**config.mk**
```make
export PLATFORM = sky130hd
export DESIGN_NAME = bp_fe_fetch_replay_fifo
export DESIGN_NICKNAME = d
export VERILOG_FILES = /design/src/rtl/bp_fe_fetch_replay_fifo.sv
export SDC_FILE = /design/constraint.sdc
export NUM_CORES = 1
export LEC_CHECK = 0
export CORE_AREA = 2 2 188 190
export CTS_BUF_LIST = sky130_fd_sc_hd__clkbuf_4 sky130_fd_sc_hd__clkbuf_8
export CTS_CLUSTER_SIZE = 20
export DETAILED_ROUTE_END_ITERATION = 16
export DIE_AREA = 0 0 190 192
export GPL_TIMING_DRIVEN = 1
export PLACE_DENSITY = 0.81
export SLEW_MARGIN = 20
export SYNTH_ARGS = -nofsm -noshare
export SYNTH_HDL_FRONTEND = slang
export SYNTH_SLANG_ARGS = --single-unit
```
**constraint.sdc**
```tcl
create_clock -name clk_i -period 10.6 [get_ports clk_i]
set_input_delay 2.65 -clock clk_i [delete_from_list [all_inputs] [get_ports clk_i]]
set_output_delay 2.65 -clock clk_i [all_outputs]
set_load 0.05 [all_outputs]
```
**src/rtl/bp_fe_fetch_replay_fifo.sv**
```systemverilog
// In-order fetch replay buffer: holds fetch requests until the I$ resolves them,
// rewinding issue on a miss. Define BP_FE_REPLAY_FIFO_PERF_EN for the replay counter.
module bp_fe_fetch_replay_fifo #(
  parameter int width_p     = 64,
  parameter int els_p       = 8,
  parameter int latency_p   = 2,
  parameter int ctr_width_p = 16
) (
  input  logic                       clk_i,
  input  logic                       reset_i,
  input  logic                       flush_i,
  input  logic [width_p-1:0]         data_i,
  input  logic                       v_i,
  output logic                       ready_o,
  output logic [width_p-1:0]         data_o,
  output logic                       v_o,
  input  logic                       yumi_i,
  input  logic                       ret_v_i,
  output logic                       poison_o,
  output logic [$clog2(els_p+1)-1:0] count_o,
  output logic [ctr_width_p-1:0]     replay_count_o
);

  localparam int idx_w_lp = $clog2(els_p);
  localparam int ptr_w_lp = idx_w_lp + 1;
  localparam int cnt_w_lp = $clog2(els_p+1);

  logic [ptr_w_lp-1:0]  wptr_r, rptr_r, cptr_r, occ;
  logic [latency_p-1:0] inflight_r;
  logic [width_p-1:0]   mem_r [els_p];
  logic                 clear, resolve, commit, rollback, enq, issue;

  // Reset and flush share the same pointer/in-flight clearing path.
  assign clear    = reset_i | flush_i;
  assign occ      = wptr_r - cptr_r;
  assign ready_o  = (occ != ptr_w_lp'(els_p));
  assign count_o  = cnt_w_lp'(occ);

  assign resolve  = inflight_r[latency_p-1];
  assign commit   = resolve & ret_v_i;
  assign rollback = resolve & ~ret_v_i;

  assign v_o      = (rptr_r != wptr_r) & ~rollback;
  assign issue    = v_o & yumi_i & ~clear;
  assign enq      = v_i & ready_o & ~clear;
  assign poison_o = clear ? (|inflight_r) : rollback;
  assign data_o   = mem_r[rptr_r[idx_w_lp-1:0]];

  always_ff @(posedge clk_i) begin
    if (clear) begin
      wptr_r     <= '0;
      rptr_r     <= '0;
      cptr_r     <= '0;
      inflight_r <= '0;
    end else begin
      if (enq)
        wptr_r <= wptr_r + ptr_w_lp'(1);
      // A miss on the oldest in-flight entry rewinds issue to the commit point.
      if (rollback)
        rptr_r <= cptr_r;
      else if (issue)
        rptr_r <= rptr_r + ptr_w_lp'(1);
      if (commit)
        cptr_r <= cptr_r + ptr_w_lp'(1);
      inflight_r <= rollback ? '0 : ((inflight_r << 1) | latency_p'(issue));
    end
  end

  always_ff @(posedge clk_i) begin
    if (enq)
      mem_r[wptr_r[idx_w_lp-1:0]] <= data_i;
  end

`ifdef BP_FE_REPLAY_FIFO_PERF_EN
  logic [ctr_width_p-1:0] replay_cnt_r;

  // Flush takes precedence over a coincident rollback, so it is not counted.
  always_ff @(posedge clk_i) begin
    if (reset_i)
      replay_cnt_r <= '0;
    else if (rollback & ~flush_i & ~(&replay_cnt_r))
      replay_cnt_r <= replay_cnt_r + ctr_width_p'(1);
  end

  assign replay_count_o = replay_cnt_r;
`else
  assign replay_count_o = '0;
`endif

  always_ff @(posedge clk_i) begin
    if (!reset_i) begin
      assert (!ret_v_i || resolve);
      assert (!yumi_i || v_o);
    end
  end

endmodule

```
**Word-level counts from Yosys, hierarchy flattened**

Memory sizes are Yosys's and may differ from the RTL's. A register that Yosys moved wholly into a read port is not among the register bits.
Cells that the tools add are included.

- Register bits after elaboration: 14
- RAM bits: 512
- Logic and storage cells: 33
- Memories kept: 1

Memories:

| name | depth | bits a word | rd ports | clocked after memory_dff | wr ports | line | RTL |
|---|---|---|---|---|---|---|---|
| mem_r | 8 | 64 | 1 | 1 | 1 | 30 | `logic [width_p-1:0] mem_r [els_p];` |

- Add/subtract/negate cells: 4
- Eq/ne operators: 2
- Mux-type cells: 7
- Bitwise logic cells: 12
- Reductions and logical operators: 3

Operator list:

| kind | number |
|---|---|
| $add 4x1->4 const B | 3 |
| $mux 4 | 2 |
| $and 1x1->1 | 7 |
| $mux 3 | 2 |
| $ne 4x4->1 | 1 |
| $ne 4x4->1 const B | 1 |
| $reduce_or 2->1 | 2 |
| $sub 4x4->4 | 1 |
| $mux 1 | 3 |
| $not 1->1 | 3 |
| $or 2x1->2 | 1 |
| $reduce_bool 2->1 | 1 |
| $or 1x1->1 | 1 |

**Longest topological paths before layout**

Gate-level depths: netlist of run 1.

- Depth after elaboration: 10
- Gate-level depth with buffers: 10
- Gate-level depth less buffers: 9

**Worst setup path before layout of run 1**

OpenSTA, ideal clock, no wires.

- Path type: input-to-reg
- Start point: in flush_i
- End point: mem mem_r[0][0], enable pin
- Arrival time: 9.097 ns
- Slack: 0.859 ns
- Stages: 2
- Path buffers: 0
- Path through: or3_1 nor4_1

- Word-level cells in the longest chain between the ends: 5

RTL lines:

| element | line | RTL |
|---|---|---|
| start, declared | 11 | `input logic flush_i,` |
| $or 1x1->1 | 34 | `assign clear = reset_i \| flush_i;` |
| $not 1->1 | 45 | `assign enq = v_i & ready_o & ~clear;` |
| $and 1x1->1 | 45 |  |
| $mux 1 | 70 | `if (enq)` |
| $mux 1 (implied by the code) | 71 | `mem_r[wptr_r[idx_w_lp-1:0]] <= data_i;` |
| end, declared | 30 |  |

No other way between the ends.

**Worst setup path in the final report of run 1**

- Start point: in flush_i
- End point: out poison_o

- Word-level cells in the longest chain between the ends: 2

RTL lines:

| element | line | RTL |
|---|---|---|
| $or 1x1->1 | 34 |  |
| $mux 1 | 46 | `assign poison_o = clear ? (\|inflight_r) : rollback;` |
| end, declared | 19 | `output logic poison_o,` |

No other way between the ends.

==> results of run 1 <==
[kinds of logic (layout without fill, tap and decap cells)]
group | after synthesis | in the layout | share of synthesized area [%]
other | 1 | 17 | 0.0185
adders and majority gates | 7 | 7 | 0.468
buffers and inverters | 62 | 306 | 1.99
xor gates and xnor gates | 12 | 12 | 0.517
and+or+nand+nor | 45 | 45 | 1.15
AOI/OAI and AO/OA | 20 | 20 | 0.665
DFF | 529 | 529 | 77.3
muxes | 195 | 195 | 17.9
[flip-flops by register name, indices dropped and copies added, names as in the netlist, named ones only]
signal and cells:
mem_r 512, inflight_r 2, wptr_r 4, cptr_r 4, rptr_r 4
[final cells by class]
cell class	instances	area share [%]
clock inverter	43	1.22
multi-input combinational	295	18.2
inverter	6	0.0950
clock buffer	102	5.37
timing repair buffer	155	6.44
antenna	1	0.0106
sequential	529	66.3
tap	455	2.40
[power by group through the flow]
| stage | logic [mW] | clock network, mW | registers, mW |
|---|---|---|---|
| floorplan | 0.107 | 0 | 2.35 |
| global placement | 0.174 | 0 | 2.35 |
| detailed placement | 0.177 | 0 | 2.35 |
| CTS | 0.178 | 1.65 | 2.31 |
| global route | 0.187 | 1.73 | 2.31 |
| finish | 0.177 | 1.61 | 2.31 |
[how the worst min path moves through the flow]
| stage | startpoint | end | slack (ns) | cells past startpoint |
|---|---|---|---|---|
| floorplan | inflight_r[0] | inflight_r[1] | 0.45 | 1 |
| global placement | inflight_r[0] | inflight_r[1] | 0.48 | 1 |
| detailed placement | inflight_r[0] | inflight_r[1] | 0.48 | 1 |
| finish | inflight_r[0] | inflight_r[1] | 0.49 | 1 |
| global route | inflight_r[0] | inflight_r[1] | 0.51 | 1 |
| CTS | inflight_r[0] | inflight_r[1] | 0.49 | 1 |
[per-stage QoR]
stage          total power, mW  utilization [%]
2_1_floorplan             2.46                -
4_1_cts                   4.13             69.2
5_1_grt                   4.23             69.2
3_3_place_gp              2.53             64.6
3_5_place_dp              2.53             64.6
6_report                  4.09             69.2
[routing by layer]
layer,GRT usage (%),up-vias,wire [um]
li1,-,4039,-
met4,5.84,2,514
met1,28.7,4844,15400
met5,0,-,13
met2,34.8,289,19000
met3,4.77,48,2440
[worst register-to-register path: cells and delay by family, from the launching register on]
kind / cells / cell delay [ns]
XOR/XNOR: 1 / 0.24
AND/OR/NAND/NOR: 3 / 1.34
flip-flops: 1 / 0.58
buffers and inverters: 3 / 1.08
adder cells (fa/ha/maj): 2 / 0.40
AO/OA/AOI/OAI: 1 / 0.14
[layout by cell type, fill, tap and decap left out, drive strengths merged, types with 6 or more instances in the layout]
| cell | netlist | layout |
|---|---|---|
| inv | 6 | 7 |
| mux2 | 64 | 64 |
| buf | 45 | 15 |
| o21ai | 7 | 7 |
| clkdlybuf4s50 | 0 | 140 |
| mux4 | 128 | 128 |
| ha | 6 | 6 |
| dfxtp | 17 | 17 |
| clkinv | 0 | 34 |
| xor2 | 7 | 7 |
| nand2 | 9 | 9 |
| a21oi | 10 | 10 |
| nand3 | 7 | 7 |
| conb | 1 | 16 |
| nor2 | 8 | 8 |
| edfxtp | 512 | 512 |
| clkbuf | 11 | 102 |
==> results list, run 1 <==
- After routing, the total negative slack on setup checks comes to 0 ns.
* Reg2Reg Launch Point: wptr_r[0]
- The region available for standard cell placement spans 34300 um^2.
- Least-Margin Pin Slew: 1.13 ns
* Routed wire length per instance: 23.5 um
- The critical path is of the in2out type.
- Minimum clock period: 7.26 ns
* Maximum number of pins on one net before global-route repair: 95
- The worst setup path is captured at an output pin.
* Slew HR: 24.7%
- CP top delay family: buffers and inverters
* Endpoints failing setup: 0
* Total detailed-routing wirelength: 37300 um
* Critical path required time: 7.95 ns
- Counting buffers and inverters, the worst setup path is 5 cells deep.
- Post-synth EDFFs: 512
- The signal on the critical path passes through clkdlybuf4s50_1 > nor2_1 > nand2_1 > o21a_1 > clkdlybuf4s50_1.
- Post-CTS setup-driven buffer insertion count: 0
- Synthesis produced 871 cells.
- Sequential cells burn 56.4% of the power.
- In the routed design, unresolved DRC markers number 0.
* Clock slew seen by the registers of the worst setup and hold paths: 0.06 ns
* Setup repair after global routing missed its margin: no
- Most used standard cells in the synthesized netlist: edfxtp_1 (512), mux4_2 (128), mux2_2 (64), buf_4 (18), dfxtp_1 (17)
- For this design, the CTS-stage hold fixing added 0 buffers.
- Ratio of routed vias to standard cells: 5.81
- Global Route Usage Sum: 21.1%
- The tightest hold path in the finished design has a slack of 0.489 ns.
- In the final layout, the multi-input gates occupy 4310 um^2.
* Top flip-flop cell by instance count after synthesis: edfxtp_1
- The setup check on the worst reg-to-reg path leaves a slack of 6.39 ns.
- Fillcell total: 2037
- Max-Cap Viols: 0
* Cell count of the worst reg-to-reg path: 10
* Netlist cell types: 38
- Global route total overflow: 0
- Counting both buffers and inverters, the worst setup path holds a total of 2.
- The die covers 36500 um^2.
- Summed over all nets, the switching power comes to 0.857 mW.
- Post-synthesis async set-or-reset flop share: 0%
- In this run the count of I/O pins placed on the die edge is 157.
- Once the floorplan was initialized, standard cells occupied 59.3% of the core.
- A synthesized cell averages 23.3 um^2.
- Derived from the worst setup path, the maximum achievable clock frequency is 138 MHz.
- During placement, the flow inserted port buffers numbering 140.
* Number of endpoints with negative hold slack in the final report: 0
- Along the worst path, the maximum fanout reaches 12.
- Non-filler cells in the finished layout: 1586
* Slowest cell delay on critical path: 0.69 ns
* Slowest library cell on the worst path: clkdlybuf4s50_1
- The mapped netlist covers 20300 um^2.
- Logic gate share of total power: 4.3%
- Cell total after placement: 1440
* Classification of the worst-slack hold path: reg2reg
* Worst Skew: 0.0318 ns
- Among all cell types in the netlist, the one instantiated most often is edfxtp_1.
- The internal portion of the total power is 3.24 mW.
- Place WS: 3.33 ns
* TritonCTS buffer count: 80
- Synth-to-Final Area Change: 16.7%
* Via count of the first global-routing pass: 9780
* IR drop worst, VDD: 0.000101 V
- After layout, the worst setup slack is 3.34 ns.
* Nature of the critical path startpoint: input pin
* CP dominant cell by count: clkdlybuf4s50_1
- The max-slew violation total from the final report came to 0.
- The die is 190 um wide.
* Crit share post-route: 68.5%
* Count of cells resized by post-cts repair: 0
- Net switching is 20.9% of the power.
* Crit path arrival time: 4.61 ns
- Count of nets left with antenna violations after detail routing: 0
* Share of the synthesized area in the top cell type: 75.6%
- Run status: completed
- TritonCTS clock tree: built
* Placed cell areas: 22200 um^2
- Cells with a size suffix above 1 make up 30.9% of the layout.
* Routability congestion estimate: 0.746
* Overall via count from detail_route: 9222
- The Yosys step of the flow raised 0 warnings.
- Pwr dens: 173 nW/um^2
- The clock network accounts for 39.3% of the total power.
- Post-detail-place hpwl: 19700 um
- At the end of the flow, the number of nets in the layout was 1144.
- Root cell of the clock tree: clkbuf_8
* Static power due to leakage: 7.36 nW
- Total number of placement rows: 68
- The detailed router finished its first iteration with 635 violations.
- Seq cells post-synth: 529
* Number of levels the H-tree was split into: 3
- Area leader, netlist: edfxtp_1
- FF+latch area: 15700 um^2
- Top cells by area in the synthesized netlist: edfxtp_1 (76%), mux4_2 (14%), mux2_2 (3.5%)
- Clock latency on the worst-skew pair, taken at its later pin, is 0.61 ns.
- Worst setup path endpoint: poison_o
* Final design instance area without fill: 23700 um^2
* Number of antenna violations at the first check in global routing: 2
* Wire length of the first global-routing pass: 56500 um
* Sequential area share after synthesis: 77.3%
* Chip Height: 192 um
- The first TritonRoute pass finished after 7 iterations.
- Counting along the longest clock path gives a buffer depth of 3.
- Sink Count: 529
* RR Endpoint: mem_r[3][22]
* Critical path launch point: flush_i
Power figures use the tool's default switching activity.
==> run 2: changes to the inputs <==
- clock period: 10.6 -> 7.46 ns (I/O delays scaled with it)
==> run 2 against run 1 <==
  * Non-clock buffer count grew 5
  * Largest power group unchanged
  * Highest routed layer unchanged
  * Worst hold slack worse by 0.0048 ns
  * Critical path type unchanged
  * Critical endpoint unchanged
  * Final area is essentially flat
  * Register-to-register slack worse by 3.0 ns
  * Via count increased by 0.94%
==> results list, run 2 (same netlist as run 1, synthesis figures left out) <==
- Total number of placement rows: 68 (unchanged)
- Walking the worst path, the cells encountered are clkdlybuf4s50_1 > nor2_1 > nand2_1 > o21a_1 > clkdlybuf4s50_1.
* Post-detail-place hpwl: 20200 um (+2.9%)
- Ratio of routed vias to standard cells: 5.87 (+0.94%)
- The slew at the pin with the worst max-slew slack is 1.12 ns (-0.0135 ns).
- CTS Buffer Depth: 3 (unchanged)
- The min-delay analysis places its worst path in the category reg2reg.
- The initial standard-cell utilization of the core came to 59.3% (unchanged).
- The number of buffers added to fix hold violations after cts came to 0 (unchanged).
- Switching component of the power: 1.21 mW (+42%)
* Worst hold slack after final layout: 0.485 ns (-0.00477 ns)
* Non-filler cells in the finished layout: 1586 (unchanged)
* PnR Total Power: 5.74 mW (+40%)
* Root cell of the clock tree: clkbuf_8
- The residual DRC count is 0 (unchanged).
- Most common cell after layout, fill and taps aside: edfxtp_1
- The worst path in the final design needs a cycle of 5.69 ns, including I/O delays and setup.
- The flow ran to the end, and the final reports show no timing, DRC or antenna violations.
- Via count of the first global-routing pass: 9808 (+0.29%)
- The number of DRC markers in iteration 0 came to 645 (+1.6%).
- The number of antenna violations at the first check in global routing was 3 (+1).
- Worst Skew: 0.0229 ns (-0.00888 ns)
- The max-slew violation total from the final report came to 0 (unchanged).
* Slowest cell delay on critical path: 0.69 ns (about the same)
* Cell total after placement: 1445 (+0.35%)
- The worst setup path is of the in2out kind.
- The portion of total power attributed to sequential cells was 57.1% (+0.7 points).
- The antenna cell count was 0 (-1).
- Maximum number of pins on one net before global-route repair: 73 (-23%)
* Top Ports: 157 (unchanged)
- The number of vias after detailed routing came to 9309 (+0.94%).
* Total detailed-routing wirelength: 37100 um (-0.63%)
- The number of setup buffers added after CTS is 0 (unchanged).
- Crit path arrival time: 3.83 ns (-0.78 ns)
- The remaining number of nets flagged by the antenna check after routing is 0 (unchanged).
- Endpoints failing setup: 0 (unchanged)
- The later-pin clock latency in the skew report was 0.59 ns (-0.02 ns).
- Critical path required time: 5.60 ns (-2.35 ns)
- Maximum fanout along the worst path: 12 (unchanged)
* Wire length of the first global-routing pass: 56700 um (+0.27%)
- The utilization after layout was 69.2% (about the same).
* Clock share of power: 38.5% (-0.8 points)
- The post-CTS resize count was 0 (unchanged).
- Number of endpoints with negative hold slack in the final report: 0 (unchanged)
* Slew HR: 25.3% (+0.66 points)
- Fraction of power spent switching nets: 21.1% (+0.23 points)
* IR drop worst, VDD: 0.000140 V (+38%)
- The area added between synthesis and finish is 16.7% (about the same).
- The worst setup path is launched from an input pin.
- Global route total overflow: 0 (unchanged)
- Die Width: 190 um (unchanged)
- Cell internal pwr: 4.53 mW (+40%)
- Number of flip-flops in the largest register: 512 (unchanged)
* Number of optimization iterations in the first detailed-route pass: 4 (-3)
- The standard cell core area was 34300 um^2 (unchanged).
- The fraction of layout instances using a drive strength above 1 came to 30.9% (+0.061 points).
- Number of levels the H-tree was split into: 3 (unchanged)
* Register-to-Register Setup Slack: 3.41 ns (-2.98 ns)
- In the layout the commonest cells are edfxtp_1 (512), clkdlybuf4s50_1 (140), mux4_2 (128).
* Slowest library cell on the worst path: clkdlybuf4s50_1
- TritonCTS buffer count: 79 (-1.3%)
- Chip Height: 192 um (unchanged)
* Clock slew seen by the registers of the worst setup and hold paths: 0.05 ns (about the same)
- The number of I/O port buffers was 140 (unchanged).
* Setup repair after global routing missed its margin: no
- The die footprint was 36500 um^2 (unchanged).
- The static leakage is 7.37 nW (about the same).
* Logic gate share of total power: 4.4% (about the same)
- Derived from the worst setup path, the maximum achievable clock frequency is 176 MHz.
- Pwr dens: 242 nW/um^2 (+40%)
- Max-Cap Viols: 0 (unchanged)
- TritonCTS built the clock tree.
- The final critical path takes up 76.3% of the cycle.
- The global-route usage over all layers came to 21.0% (-0.046 points).
* CP dominant cell by count: clkdlybuf4s50_1
- CP endpoint kind: output pin
- Routability congestion estimate: 0.722 (-3.2%)
- The number of sinks driven by the clock tree was 529 (unchanged).
* NumNets Final: 1148 (+0.35%)
- Routed wire length per instance: 23.4 um (-0.63%)
==> run 2: cell types whose count changed in the layout (fill, tap and decap cells not counted), moves of 2 or more <==
cell        delta
clkinvlp_4     -3
bufinv_16      -2
nor3_4         +3
clkinv_2       -3
inv_6          +2
nor3_2         -3
buf_4          +3
clkbuf_4       +2
==> run 2: worst max-delay path, delay by kind of cell <==
kind	cells	cell delay, ns
buffers and inverters	2	1.13
AO/OA/AOI/OAI	1	0.15
AND/OR/NAND/NOR	2	0.68
==> run 2: cell type report <==
cell class,instances,area (um^2)
Sequential cell,529,15700
Fill cell,2055,10600
Multi-Input combinational cell,295,4330
Timing Repair Buffer,160,1580
Clock buffer,103,1270
Tap cell,455,569
Clock inverter,38,214
Inverter,6,22.5
==> run 2: worst paths after layout <==
path | from | to | cells after the start
max | flush_i | poison_o | 5
min | inflight_r[0] | inflight_r[1] | 1
max reg2reg | wptr_r[0] | mem_r[1][19] | 10
min reg2reg | inflight_r[0] | inflight_r[1] | 1
==> run 2: power groups by stage <==
stage               Sequential [mW]  Combinational, mW  Clock, mW
floorplan                      3.34              0.152          0
global placement               3.34              0.248          0
detailed placement             3.34              0.253          0
CTS                            3.28              0.254       2.27
global route                   3.28              0.268       2.39
finish                         3.28              0.252       2.21
==> run 2: routing by layer <==
metal | up-vias | GRT usage (%) | routed length, um
li1 | 4045 | - | -
met1 | 4869 | 28.7 | 15300
met2 | 329 | 34.2 | 18600
met3 | 62 | 4.73 | 2500
met4 | 4 | 6.98 | 702
met5 | - | 0 | 23
==> run 2: per-stage QoR <==
| step | instance area [um^2] | TNS [ns] | setup slack, ns |
|---|---|---|---|
| 2_1_floorplan | 20400 | -366.98 | -1.88 |
| 3_3_place_gp | 22200 | 0 | 1.82 |
| 3_5_place_dp | 22200 | 0 | 1.78 |
| 4_1_cts | 23700 | 0 | 1.78 |
| 5_1_grt | 23700 | 0 | 1.61 |
| 6_report | 23700 | 0 | 1.77 |
==> run 3: changes to the inputs <==
- clock period: 7.46 -> 5.95 ns (I/O delays scaled with it)
==> run 3 against run 2 <==
  * Critical path depth shrank 1
  * Worst hold slack hardly changed
  * Global-route usage up 0.37 points
  * Largest cell class unchanged
  * Largest power group unchanged
==> results list, run 3 (same netlist as run 1, synthesis figures left out) <==
- Run status: completed
* Number of levels the H-tree was split into: 3 (unchanged)
- The reported net switching power was 1.48 mW (+22%).
- Number of flip-flops in the largest register: 512 (unchanged)
- DRC viols: 0 (unchanged)
- Setup repair after global routing missed its margin: no
- Clock latency at the later pin of the worst-skew pair: 0.61 ns (+0.02 ns)
- Starting density of the core: 59.3% (unchanged)
* Wire length of the first global-routing pass: 57300 um (+1.1%)
- The number of setup buffers added after CTS was 0 (unchanged).
- Type of the worst setup path: in2out
- Die Width: 190 um (unchanged)
* Root cell of the clock tree: clkbuf_8
* Highest-count cells in the layout ignoring fill and taps: edfxtp_1 (512), clkdlybuf4s50_1 (140), mux4_2 (128)
- NumNets Final: 1153 (+0.44%)
* Minimum clock period: 4.88 ns
- The maximum fanout along the worst path is 11 (-1).
- Total detailed-routing wirelength: 37400 um (+0.86%)
- Least-Margin Pin Slew: 0.937 ns (-0.179 ns)
* Total number of placement rows: 68 (unchanged)
* Number of antenna violations at the first check in global routing: 3 (unchanged)
- The cell area after placement was 22300 um^2 (+0.47%).
- Port-buffer cells: 140 (unchanged)
- The number of buffers added to fix hold violations after cts came to 0 (unchanged).
- Cell count of the worst reg-to-reg path: 10 (unchanged)
* Routed wire length per instance: 23.5 um (+0.61%)
* Synth-to-Final Area Change: 17.5%
* Worst Skew: 0.0299 ns (+0.00705 ns)
- The die footprint came to 36500 um^2 (unchanged).
* Setup ws final: 1.07 ns (-0.696 ns)
- The worst max-slew margin expressed relative to the limit came to 37.0% (+12 points).
* Maximum number of pins on one net before global-route repair: 75 (+2.7%)
- Clock slew seen by the registers of the worst setup and hold paths: 0.05 ns (about the same)
- The standard cell core area was 34300 um^2 (unchanged).
* Global route total overflow: 0 (unchanged)
- Global Route Usage Sum: 21.4% (+0.37 points)
- Top Ports: 157 (unchanged)
- Nature of the critical path startpoint: input pin
- Routability congestion estimate: 0.713 (-1.2%)
- Place WS: 1.09 ns (-0.690 ns)
- Pwr dens: 304 nW/um^2 (+26%)
- Post-detail-place hpwl: 20000 um (-0.99%)
- TritonCTS clock tree: built
- Chip Height: 192 um (unchanged)
- The library cell used most frequently in the layout, excluding fill and tap cells, is edfxtp_1.
- Sum Neg Setup Slack: 0 ns (unchanged)
- The switching fraction of total power came to 20.3% (-0.81 points).
- PnR Total Power: 7.26 mW (+26%)
- The post-CTS resize count is 0 (unchanged).
- The worst path arrival time came to 3.39 ns (-0.44 ns).
- Non-filler cells in the finished layout: 1590 (+0.25%)
- Max-Cap Viols: 0 (unchanged)
- Classification of the worst-slack hold path: reg2reg
- Highest clock rate: 205 MHz
* Cell internal pwr: 5.79 mW (+28%)
- The critical path goes through clkdlybuf4s50_1 > nand2b_1 > o41a_1 > clkdlybuf4s50_1.
* Endpoints failing setup: 0 (unchanged)
- Cell total after placement: 1448 (+0.21%)
- The final standard cell area without fillers was 23900 um^2 (+0.71%).
- Static power due to leakage: 7.44 nW (+0.94%)
- Max Transition Viols Final: 0 (unchanged)
* Crit share post-route: 82.0%
- The share of power burned in combinational logic was 4.4% (about the same).
* Number of cells on the worst hold path: 1 (unchanged)
* TritonCTS buffer count: 80 (+1.3%)
* Via count of the first global-routing pass: 9828 (+0.20%)
- Number of violations reported at the end of detailed-routing iteration 0: 822 (+27%)
* Number of endpoints with negative hold slack in the final report: 0 (unchanged)
* Sequential share of power: 56.6% (-0.5 points)
- The maximum number of buffers from clock root to sink was 3 (unchanged).
- Number of optimization iterations in the first detailed-route pass: 5 (+1)
* Share of post-route cells with drive strength above 1: 31.8% (+0.89 points)
* Ratio of routed vias to standard cells: 5.86 (-0.22%)
- The required time at the endpoint of the critical path was 4.46 ns (-1.14 ns).
- The number of vias after detailed routing was 9312 (+0.032%).
* CP dominant cell by count: clkdlybuf4s50_1
- STA classifies the critical path endpoint as an output pin.
- Count of nets left with antenna violations after detail routing: 0 (unchanged)
* Slowest library cell on the worst path: clkdlybuf4s50_1
- Clock share of power: 39.0% (+0.5 points)
- The highest cell delay on the worst timing path is 0.81 ns (+0.12 ns).
* IR drop worst, VDD: 0.000224 V (+60%)
- Sink Count: 529 (unchanged)
-- run 3: changes by cell type in the layout (fill, tap and decap cells not counted), moves of 2 or more --
cell | previous run | this run
nor4_4 | 0 | 3
buf_4 | 17 | 15
clkbuf_8 | 80 | 85
nor3_2 | 1 | 4
inv_6 | 3 | 0
nor4_2 | 3 | 0
clkbuf_4 | 23 | 32
clkinv_1 | 22 | 14
nor3_4 | 3 | 0
buf_12 | 2 | 8
clkinv_2 | 8 | 5
-- run 3: area by class of cell --
cell class | instances | area (um^2)
antenna | 1 | 2.50
inverter | 6 | 22.5
sequential | 529 | 15700
fill | 2024 | 10400
timing repair buffer | 164 | 1690
tap | 455 | 569
clock inverter | 23 | 130
clock buffer | 117 | 1410
multi-input combinational | 295 | 4330
-- run 3: path summary, 6_finish.rpt --
check	from	to	slack (ns)
worst min register to register	inflight_r[0]	inflight_r[1]	0.48
worst max register to register	wptr_r[0]	mem_r[2][42]	2.47
worst min-delay path	inflight_r[0]	inflight_r[1]	0.48
worst max-delay path	ret_v_i	v_o	1.07
-- run 3: power by group through the flow --
stage | clock network, mW | logic, mW | registers [mW]
after floorplan | 0 | 0.191 | 4.19
final | 2.83 | 0.322 | 4.11
after global routing | 3.06 | 0.342 | 4.11
after CTS | 2.90 | 0.325 | 4.11
after detailed placement | 0 | 0.323 | 4.19
after global placement | 0 | 0.316 | 4.19
-- run 3: worst max-delay path, delay by kind of cell --
kind | cells | cell delay [ns]
AO/OA/AOI/OAI | 1 | 0.25
AND/OR/NAND/NOR | 1 | 0.32
buffers and inverters | 2 | 1.32
-- run 3: routing by layer --
metal	part of all wire (%)	routed length [um]	GRT usage [%]
met1	41	15400	29.5
met5	0.096	36	0
met4	1.5	549	5.81
met2	50	18800	34.7
met3	7.2	2690	5.32
-- run 3: metrics by stage --
step / utilization, % / hold WS (ns)
final: 69.6 / 0.484
after global routing: 69.6 / 0.507
after CTS: 69.6 / 0.492
after detailed placement: 65.1 / 0.484
after global placement: 65.1 / 0.475
after floorplan: - / 0.454
